==> config.mk <==
export PLATFORM = sky130hd
export DESIGN_NAME = pheap_issue_scheduler
export DESIGN_NICKNAME = d
export VERILOG_FILES = /design/src/rtl/pheap_issue_scheduler.sv
export SDC_FILE = /design/constraint.sdc
export NUM_CORES = 1
export LEC_CHECK = 0
export ABC_CLOCK_PERIOD_IN_PS = 2100
export CAP_MARGIN = 20
export CORE_MARGIN = 1.5
export CORE_UTILIZATION = 39
export DETAILED_ROUTE_END_ITERATION = 7
export GPL_TIMING_DRIVEN = 0
export HOLD_SLACK_MARGIN = 0.02
export PLACE_DENSITY = 0.78
export REMOVE_ABC_BUFFERS = 1
export SYNTH_ARGS = -nofsm -noshare
export SYNTH_HDL_FRONTEND = slang
export SYNTH_SLANG_ARGS = --single-unit
==> constraint.sdc <==
create_clock -name clk -period 2.1 [get_ports clk]
set_input_delay 0.21 -clock clk [delete_from_list [all_inputs] [get_ports clk]]
set_output_delay 0.21 -clock clk [all_outputs]
set_load 0.02 [all_outputs]
==> src/rtl/pheap_issue_scheduler.sv <==
// Level-1 front end for the pipelined heap: round-robin grant of two requesters, occupancy guard, spaced issue.
// Legal op: lvl_start at T+1, resp at T+3; rejected op: resp at T+1. One op in flight; ready held low until idle and gap expired.

package pheapTypes;
    typedef enum logic [1:0] {
        OP_NOP = 2'd0,
        OP_LEQ = 2'd1,
        OP_DEQ = 2'd2
    } opcode_t;
endpackage

module pheap_issue_scheduler
    import pheapTypes::*;
#(
    parameter int LEVELS    = 4,
    parameter int ISSUE_GAP = 4
) (
    input  logic              clk,
    input  logic              rst,
    input  logic              req_a_valid,
    input  opcode_t           req_a_op,
    input  logic [31:0]       req_a_data,
    output logic              req_a_ready,
    input  logic              req_b_valid,
    input  opcode_t           req_b_op,
    input  logic [31:0]       req_b_data,
    output logic              req_b_ready,
    output logic              resp_valid,
    output logic              resp_id,
    output logic [31:0]       resp_data,
    output logic              resp_err,
    output logic              lvl_start,
    output opcode_t           lvl_op,
    output logic [31:0]       lvl_in,
    input  logic [31:0]       lvl_out,
    output logic [LEVELS-1:0] count,
    output logic              full,
    output logic              empty
);

    localparam int              GW       = $clog2(ISSUE_GAP) + 1;
    localparam logic [GW-1:0]   GAP_LOAD = GW'(ISSUE_GAP - 1);
    localparam logic [LEVELS-1:0] CAP    = '1;

    typedef enum logic [2:0] {
        S_IDLE,
        S_ISSUE,
        S_CAPTURE,
        S_RESP,
        S_GAP
    } state_t;

    state_t            r_state;
    state_t            w_state_nxt;
    logic [GW-1:0]     r_gap;
    logic              r_rr;
    opcode_t           r_op;
    logic [31:0]       r_data;
    logic              r_id;
    logic              r_err;
    logic [31:0]       r_res;
    logic [LEVELS-1:0] r_count;

    logic              w_open;
    logic              w_grant_b;
    logic              w_hs;
    logic              w_legal;
    opcode_t           w_op;
    logic [31:0]       w_data;

    // rst gates ready so no handshake is ever reported while reset is held
    assign w_open = (r_state == S_IDLE) && (r_gap == '0) && !rst;

    always_comb begin
        w_grant_b = 1'b0;
        if (req_a_valid && req_b_valid) begin
            w_grant_b = r_rr;
        end else if (req_b_valid) begin
            w_grant_b = 1'b1;
        end
    end

    assign w_hs        = w_open && (req_a_valid || req_b_valid);
    assign req_a_ready = w_open && req_a_valid && !w_grant_b;
    assign req_b_ready = w_open && req_b_valid && w_grant_b;
    assign w_op        = w_grant_b ? req_b_op   : req_a_op;
    assign w_data      = w_grant_b ? req_b_data : req_a_data;

    assign count   = r_count;
    assign full    = (r_count == CAP);
    assign empty   = (r_count == '0);
    assign w_legal = ((w_op == OP_LEQ) && !full) || ((w_op == OP_DEQ) && !empty);

    always_comb begin
        w_state_nxt = r_state;
        resp_valid  = 1'b0;
        resp_id     = 1'b0;
        resp_data   = '0;
        resp_err    = 1'b0;
        lvl_start   = 1'b0;
        lvl_op      = OP_NOP;
        lvl_in      = '0;
        unique case (r_state)
            S_IDLE: begin
                if (w_hs) begin
                    w_state_nxt = w_legal ? S_ISSUE : S_RESP;
                end
            end
            S_ISSUE: begin
                lvl_start   = 1'b1;
                lvl_op      = r_op;
                lvl_in      = r_data;
                w_state_nxt = S_CAPTURE;
            end
            S_CAPTURE: begin
                w_state_nxt = S_RESP;
            end
            S_RESP: begin
                resp_valid  = 1'b1;
                resp_id     = r_id;
                resp_data   = r_res;
                resp_err    = r_err;
                w_state_nxt = (r_gap != '0) ? S_GAP : S_IDLE;
            end
            S_GAP: begin
                // counter hits zero on this edge, so IDLE opens with a clear gap
                if (r_gap <= GW'(1)) begin
                    w_state_nxt = S_IDLE;
                end
            end
            default: begin
                w_state_nxt = S_IDLE;
            end
        endcase
    end

    always_ff @(posedge clk or posedge rst) begin
        if (rst) begin
            r_state <= S_IDLE;
            r_gap   <= '0;
            r_rr    <= 1'b0;
            r_op    <= OP_NOP;
            r_data  <= '0;
            r_id    <= 1'b0;
            r_err   <= 1'b0;
            r_res   <= '0;
            r_count <= '0;
        end else begin
            r_state <= w_state_nxt;

            if (r_state == S_ISSUE) begin
                r_gap <= GAP_LOAD;
            end else if (r_gap != '0) begin
                r_gap <= r_gap - GW'(1);
            end

            if (w_hs) begin
                r_op   <= w_op;
                r_data <= w_data;
                r_id   <= w_grant_b;
                r_err  <= !w_legal;
                r_res  <= '0;
                if (req_a_valid && req_b_valid) begin
                    r_rr <= ~w_grant_b;
                end
            end

            if ((r_state == S_CAPTURE) && (r_op == OP_DEQ)) begin
                r_res <= lvl_out;
            end

            if ((r_state == S_RESP) && !r_err) begin
                if (r_op == OP_LEQ) begin
                    r_count <= r_count + 1'b1;
                end else if (r_op == OP_DEQ) begin
                    r_count <= r_count - 1'b1;
                end
            end
        end
    end

endmodule

### Yosys cells after proc, flatten, opt, wreduce, memory -nomap -nowiden

Cells that the tools add are included.

| cells by class | value |
|---|---|
| equal/unequal tests | 11 |
| divide/modulo/power cells | 0 |
| add/subtract/negate cells | 3 |
| reduce and logical (&&, ||, !) cells | 30 |
| $lt $le $gt $ge | 1 |
| $mul | 0 |
| bitwise logic cells | 1 |
| multiplexer cells | 22 |
| shifts and indexed selects | 0 |

Operator list:

| kind | number |
|---|---|
| $mux W32 | 5 |
| $mux W3 | 5 |
| $pmux W3 S5 | 1 |
| $logic_and A1 B1 Y1 | 12 |
| $mux W4 | 2 |
| $eq A3 B2 Y1 const B | 2 |
| $logic_not A1 Y1 | 6 |
| $logic_not A3 Y1 | 2 |
| $mux W1 | 6 |
| $mux W2 | 3 |
| $reduce_and A2 Y1 | 3 |
| $reduce_bool A2 Y1 | 3 |
| $add A4 B1 Y4 const B | 1 |
| $eq A2 B1 Y1 const B | 2 |
| $eq A2 B2 Y1 const B | 2 |
| $eq A4 B4 Y1 const B | 1 |
| $logic_not A4 Y1 | 1 |
| $ne A2 B2 Y1 const B | 2 |
| $sub A4 B1 Y4 const B | 1 |
| $eq A3 B1 Y1 const B | 1 |
| $eq A3 B3 Y1 const B | 1 |
| $le A3 B1 Y1 const B | 1 |
| $reduce_bool A3 Y1 | 1 |
| $sub A3 B1 Y3 const B | 1 |
| other kinds (2) | 3 |

| word-level totals | value |
|---|---|
| register bits | 79 |
| memories | 0 |
| memory bits (writable) | 0 |
| memory bits (read-only) | 0 |
| latch bits | 0 |
| word-level logic and storage cells | 77 |
| bits of input ports | 104 |

### Longest topological paths before layout

| logic depth | value |
|---|---|
| depth after elaboration | 9 |
| gate-level depth with buffers | 8 |
| depth with buffers taken out | 8 |

### Worst setup path after synthesis

OpenSTA, ideal clock, no wires.

| timing | value |
|---|---|
| path kind | flip-flop to flip-flop |
| start | reg r_count[0] (netlist: count[0]) |
| end | reg r_state[1] |
| arrival | 1688 ps |
| clock period less this slack | 1784 ps |
| stages on the path, launching flop included | 4 |
| path slack | 316 ps |
| data required time | 2004 ps |
| cells stage by stage | dfrtp_1 nor4_1 a21oi_2 o32ai_2 |

| between the ends | value |
|---|---|
| longest elaborated chain between the ends | 7 |

RTL lines:

| what | line | source |
|---|---|---|
| start: declaration | 62 | `logic [LEVELS-1:0] r_count;` |
| start signal: assignment | 174 | `r_count <= r_count + 1'b1;` |
| start signal: assignment | 176 | `r_count <= r_count - 1'b1;` |
| $logic_not A4 Y1 | 91 | `assign empty = (r_count == '0);` |
| named net empty | 38 | `output logic empty` |
| $logic_not A1 Y1 | 92 | `assign w_legal = ((w_op == OP_LEQ) && !full) \|\| ((w_op == OP_DEQ) && !empty);` |
| $logic_and A1 B1 Y1 | 92 |  |
| $logic_or A1 B1 Y1 | 92 |  |
| $mux W2 | 106 | `w_state_nxt = w_legal ? S_ISSUE : S_RESP;` |
| $mux W3 | 105 | `if (w_hs) begin` |
| $pmux W3 S5 | 103 | `unique case (r_state)` |
| end signal: assignment | 149 | `r_state <= w_state_nxt;` |
| end: declaration | 53 | `state_t r_state;` |

The timed path passes the listed nets, and every way through them passes these cells. The select of a mux whose other input is x is not followed.
A chain may end at the register's enable or synchronous reset.

### Worst setup path after layout

| timing | value |
|---|---|
| start | reg r_state[2] |
| end | out lvl_in[2] |

| between the ends | value |
|---|---|
| longest elaborated chain between the ends | 2 |

RTL lines:

| what | line | source |
|---|---|---|
| $eq A3 B1 Y1 | 103 |  |
| $mux W32 | 103 |  |
| end: declaration | 34 | `output logic [31:0] lvl_in,` |

Every way passes these cells.

==> results.py <==
metrics = {
    "status": {
        "outcome": "finished clean",
    },
    "timing": {
        "clock_skew_ns": 0.0159,
        "min_period_ns": 2.01,
        "fmax_mhz": 499,
        "worst_pin_slew_ns": 0.822,
        "slew_headroom_pct": 44.9,
        "fin_ws_ns": 0.0947,
        "rsz0062_at_grt": "yes",
        "hold_violations": 0,
        "finalSetupViolations": 0,
        "drv_slew": 0,
        "fin_crit_sh_pct": 95.5,
    },
    "synthesis": {
        "synth_area_leaders": "dfrtp_1, and2_1, nand2_1",
        "ys_async_sr_fraction_pct": 100,
        "yosys.area.top_type": "dfrtp_1",
        "synth_edf_count": 0,
        "yosysTopAreaCellShare_pct": 47.0,
        "synthCells": 450,
        "yosys_register_bits": 79,
        "synth_area_per_cell_um2": 9.35,
        "synthTopCellsByCount": "nand2_1, dfrtp_1, and2_1",
        "synthFlopType": "dfrtp_1",
        "yosys.cell_types.count": 37,
        "synth_most_common_cell": "nand2_1",
        "syn-cell-area_um2": 4210,
        "yosysSeqAreaShare_pct": 47.0,
        "synth_warnings": 0,
    },
    "global_route": {
        "grt_max_degree": 61,
        "grt.overflow.total": 0,
        "grt_pass1_wl_mm": 18.2,
        "antenna_found_initial": 0,
        "grt_usage_pct": 20.0,
        "grt_pass1_vias": 3779,
    },
    "final_layout": {
        "diodes": 0,
        "area_growth_pct": 52.8,
        "fillers": 945,
        "nNetsFinal": 747,
        "drive_gt1_share_pct": 12.5,
        "finish.instance_area_um2": 6420,
        "utilization_pct": 61.7,
    },
    "worst_setup_path": {
        "critPathCaptureType": "output port",
        "cp-start-kind": "flop",
        "reg2regPathDepth": 7,
        "path_cells": "nor3b_4, buf_6, buf_12, and2_1, dlygate4sd2_1",
        "max_stage_delay_ns": 0.49,
        "crit_fanout": 10,
        "critPathArrivalTime_ns": 1.80,
        "r2r_end": "r_res[18]",
        "path_delay_family": "buffers and inverters",
        "worst_path_max_delay_cell": "dfrtp_2",
        "r2r_slack_ns": 0.14,
        "reg2reg_from": "r_state[1]",
        "cp_num_buf_inv": 3,
        "cp.required_ns": 1.89,
        "path_class": "reg -> out",
    },
    "run": {
        "cap_violations": 0,
    },
    "cts": {
        "insertion_delay_ns": 0.34,
        "htree_levels": 3,
        "cts_buffers": 9,
        "cts_tree": "done",
        "cts.sinks": 79,
        "clockRootBuffer": "clkbuf_8",
        "cts_buffer_depth": 2,
        "clk_pin_slew_ns": 0.08,
        "hold_buffers": 0,
    },
    "place": {
        "place.gp.congestion": 0.733,
        "hpwl_mm": 7.90,
        "placed_cell_area_um2": 6120,
        "io_buffers": 181,
        "dpl_worst_slack_ns": -0.456,
    },
    "power": {
        "p_leak_nw": 3.30,
        "ir_drop_mv": 0.479,
        "pwr-share-clk_pct": 18.6,
        "combPwrFrac_pct": 44.2,
        "p_sw_share_pct": 37.1,
        "p_int_w": 0.00452,
        "p_seq_share_pct": 37.2,
        "p_per_area_nw_per_um2": 1120,
        "p_sw_w": 0.00266,
    },
    "routing": {
        "via_per_inst": 4.84,
        "first_iter_violations": 120,
        "ant_nets": 0,
        "drc_errors": 0,
        "via_count": 3749,
        "drt_first_pass_iters": 4,
        "wirelength_mm": 11.1,
        "wl_per_cell_um": 14.3,
    },
    "floorplan": {
        "core_um2": 10400,
        "ioPinCount": 182,
        "die_w_um": 107,
        "fp.dieArea_um2": 11400,
        "rows": 37,
        "fp.dieH_um": 107,
        "start_util_pct": 40.4,
    },
    "worst_hold_path": {
        "min_path_type": "in -> async",
    },
}
-- metal layers --
metal	vias to the layer above	global-route usage, %	routed length (um)
met5	-	0	0
met4	0	5.52	153
met3	11	5.47	850
met2	144	35.3	5470
met1	1736	23.8	4630
li1	1858	-	-
-- power groups by stage --
| stage | sequential [W] | combinational, W | clock [W] |
|---|---|---|---|
| floorplan | 0.00259 | 0.00183 | 0 |
| global placement | 0.00263 | 0.00288 | 0 |
| detailed placement | 0.00267 | 0.00307 | 0 |
| CTS | 0.00268 | 0.00315 | 0.00137 |
| global route | 0.00276 | 0.00354 | 0.00143 |
| finish | 0.00267 | 0.00317 | 0.00133 |
-- area by class of cell --
type / instances / area (um^2) / share of cell area [%]
inverters: 8 / 32.5 / 0.506
clock buffers: 9 / 124 / 1.93
clock inverters: 6 / 110 / 1.71
multi-input cells: 335 / 2060 / 32.1
well taps: 136 / 170 / 2.65
repair buffers: 202 / 1940 / 30.3
flip-flops and latches: 79 / 1980 / 30.8
-- how the worst max path moves through the flow --
| stage | start | to | slack, ns | cells past startpoint |
|---|---|---|---|---|
| final | r_state[2] | lvl_in[2] | 0.09 | 5 |
| after global routing | r_state[2] | lvl_in[15] | -0.005 | 5 |
| after CTS | r_state[1] | req_a_ready | 0.0005 | 5 |
| after detailed placement | r_state[1] | resp_data[26] | -0.46 | 3 |
| after global placement | r_state[1] | lvl_start | -2.35 | 2 |
| after floorplan | r_state[1] | lvl_in[0] | -0.80 | 2 |
-- sequential cells by signal (all words and copies together) (netlist names) --
| name | cells |
|---|---|
| r_rr | 1 |
| r_state | 3 |
| r_data | 32 |
| count | 4 |
| r_res | 32 |
| r_gap | 3 |
| r_op | 2 |
| r_id | 1 |
| r_err | 1 |
-- worst register-to-register path: stages, from the launching register on --
cell      delay, ns
dfrtp_2        0.49
buf_12         0.16
nor4b_4        0.28
buf_4          0.16
o211ai_4       0.26
buf_12         0.29
nand3_1        0.12
nand2_1        0.07
-- kinds of logic (layout without fill, tap and decap cells) --
family	count (synthesis)	in the layout	synth area share, %
AND/OR/NAND/NOR	230	233	27.4
flip-flops	79	79	47.0
AO/OA/AOI/OAI	52	52	7.44
buffers and inverters	39	225	5.74
multiplexers	36	36	8.60
adder cells (fa/ha/maj)	8	8	2.56
XOR/XNOR	6	6	1.25
-- cell usage in the layout, fill, tap and decap left out, types with 9 or more instances in the layout --
cell type / netlist / layout
and2_1: 69 / 68
buf_2: 4 / 13
buf_4: 0 / 13
clkbuf_8: 0 / 9
clkdlybuf4s50_1: 0 / 108
dfrtp_1: 79 / 76
dlygate4sd2_1: 0 / 48
mux2i_1: 35 / 35
nand2_1: 103 / 103
nand3_1: 35 / 34
o21ai_0: 11 / 11
o21ai_1: 27 / 27
-- stage by stage --
step	hold WS, ns	total power (W)	std cells	TNS [ns]
after CTS	0.265	0.00721	770	0
after global routing	0.285	0.00774	775	-0.00897
after detailed placement	0.464	0.00574	743	-19.43
after global placement	0.453	0.00551	736	-354.23
final	0.276	0.00718	775	0
after floorplan	0.315	0.00442	419	-76.63
-- timing repair --
action / in CTS / in global routing
pin swaps: 2 / 1
setup buffers: 9 / 5
setup endpoints to repair: 109 / 34
resized for setup: 124 / 24
cloned: 3 / 0
No activity file was read; power rests on OpenSTA's default activity.
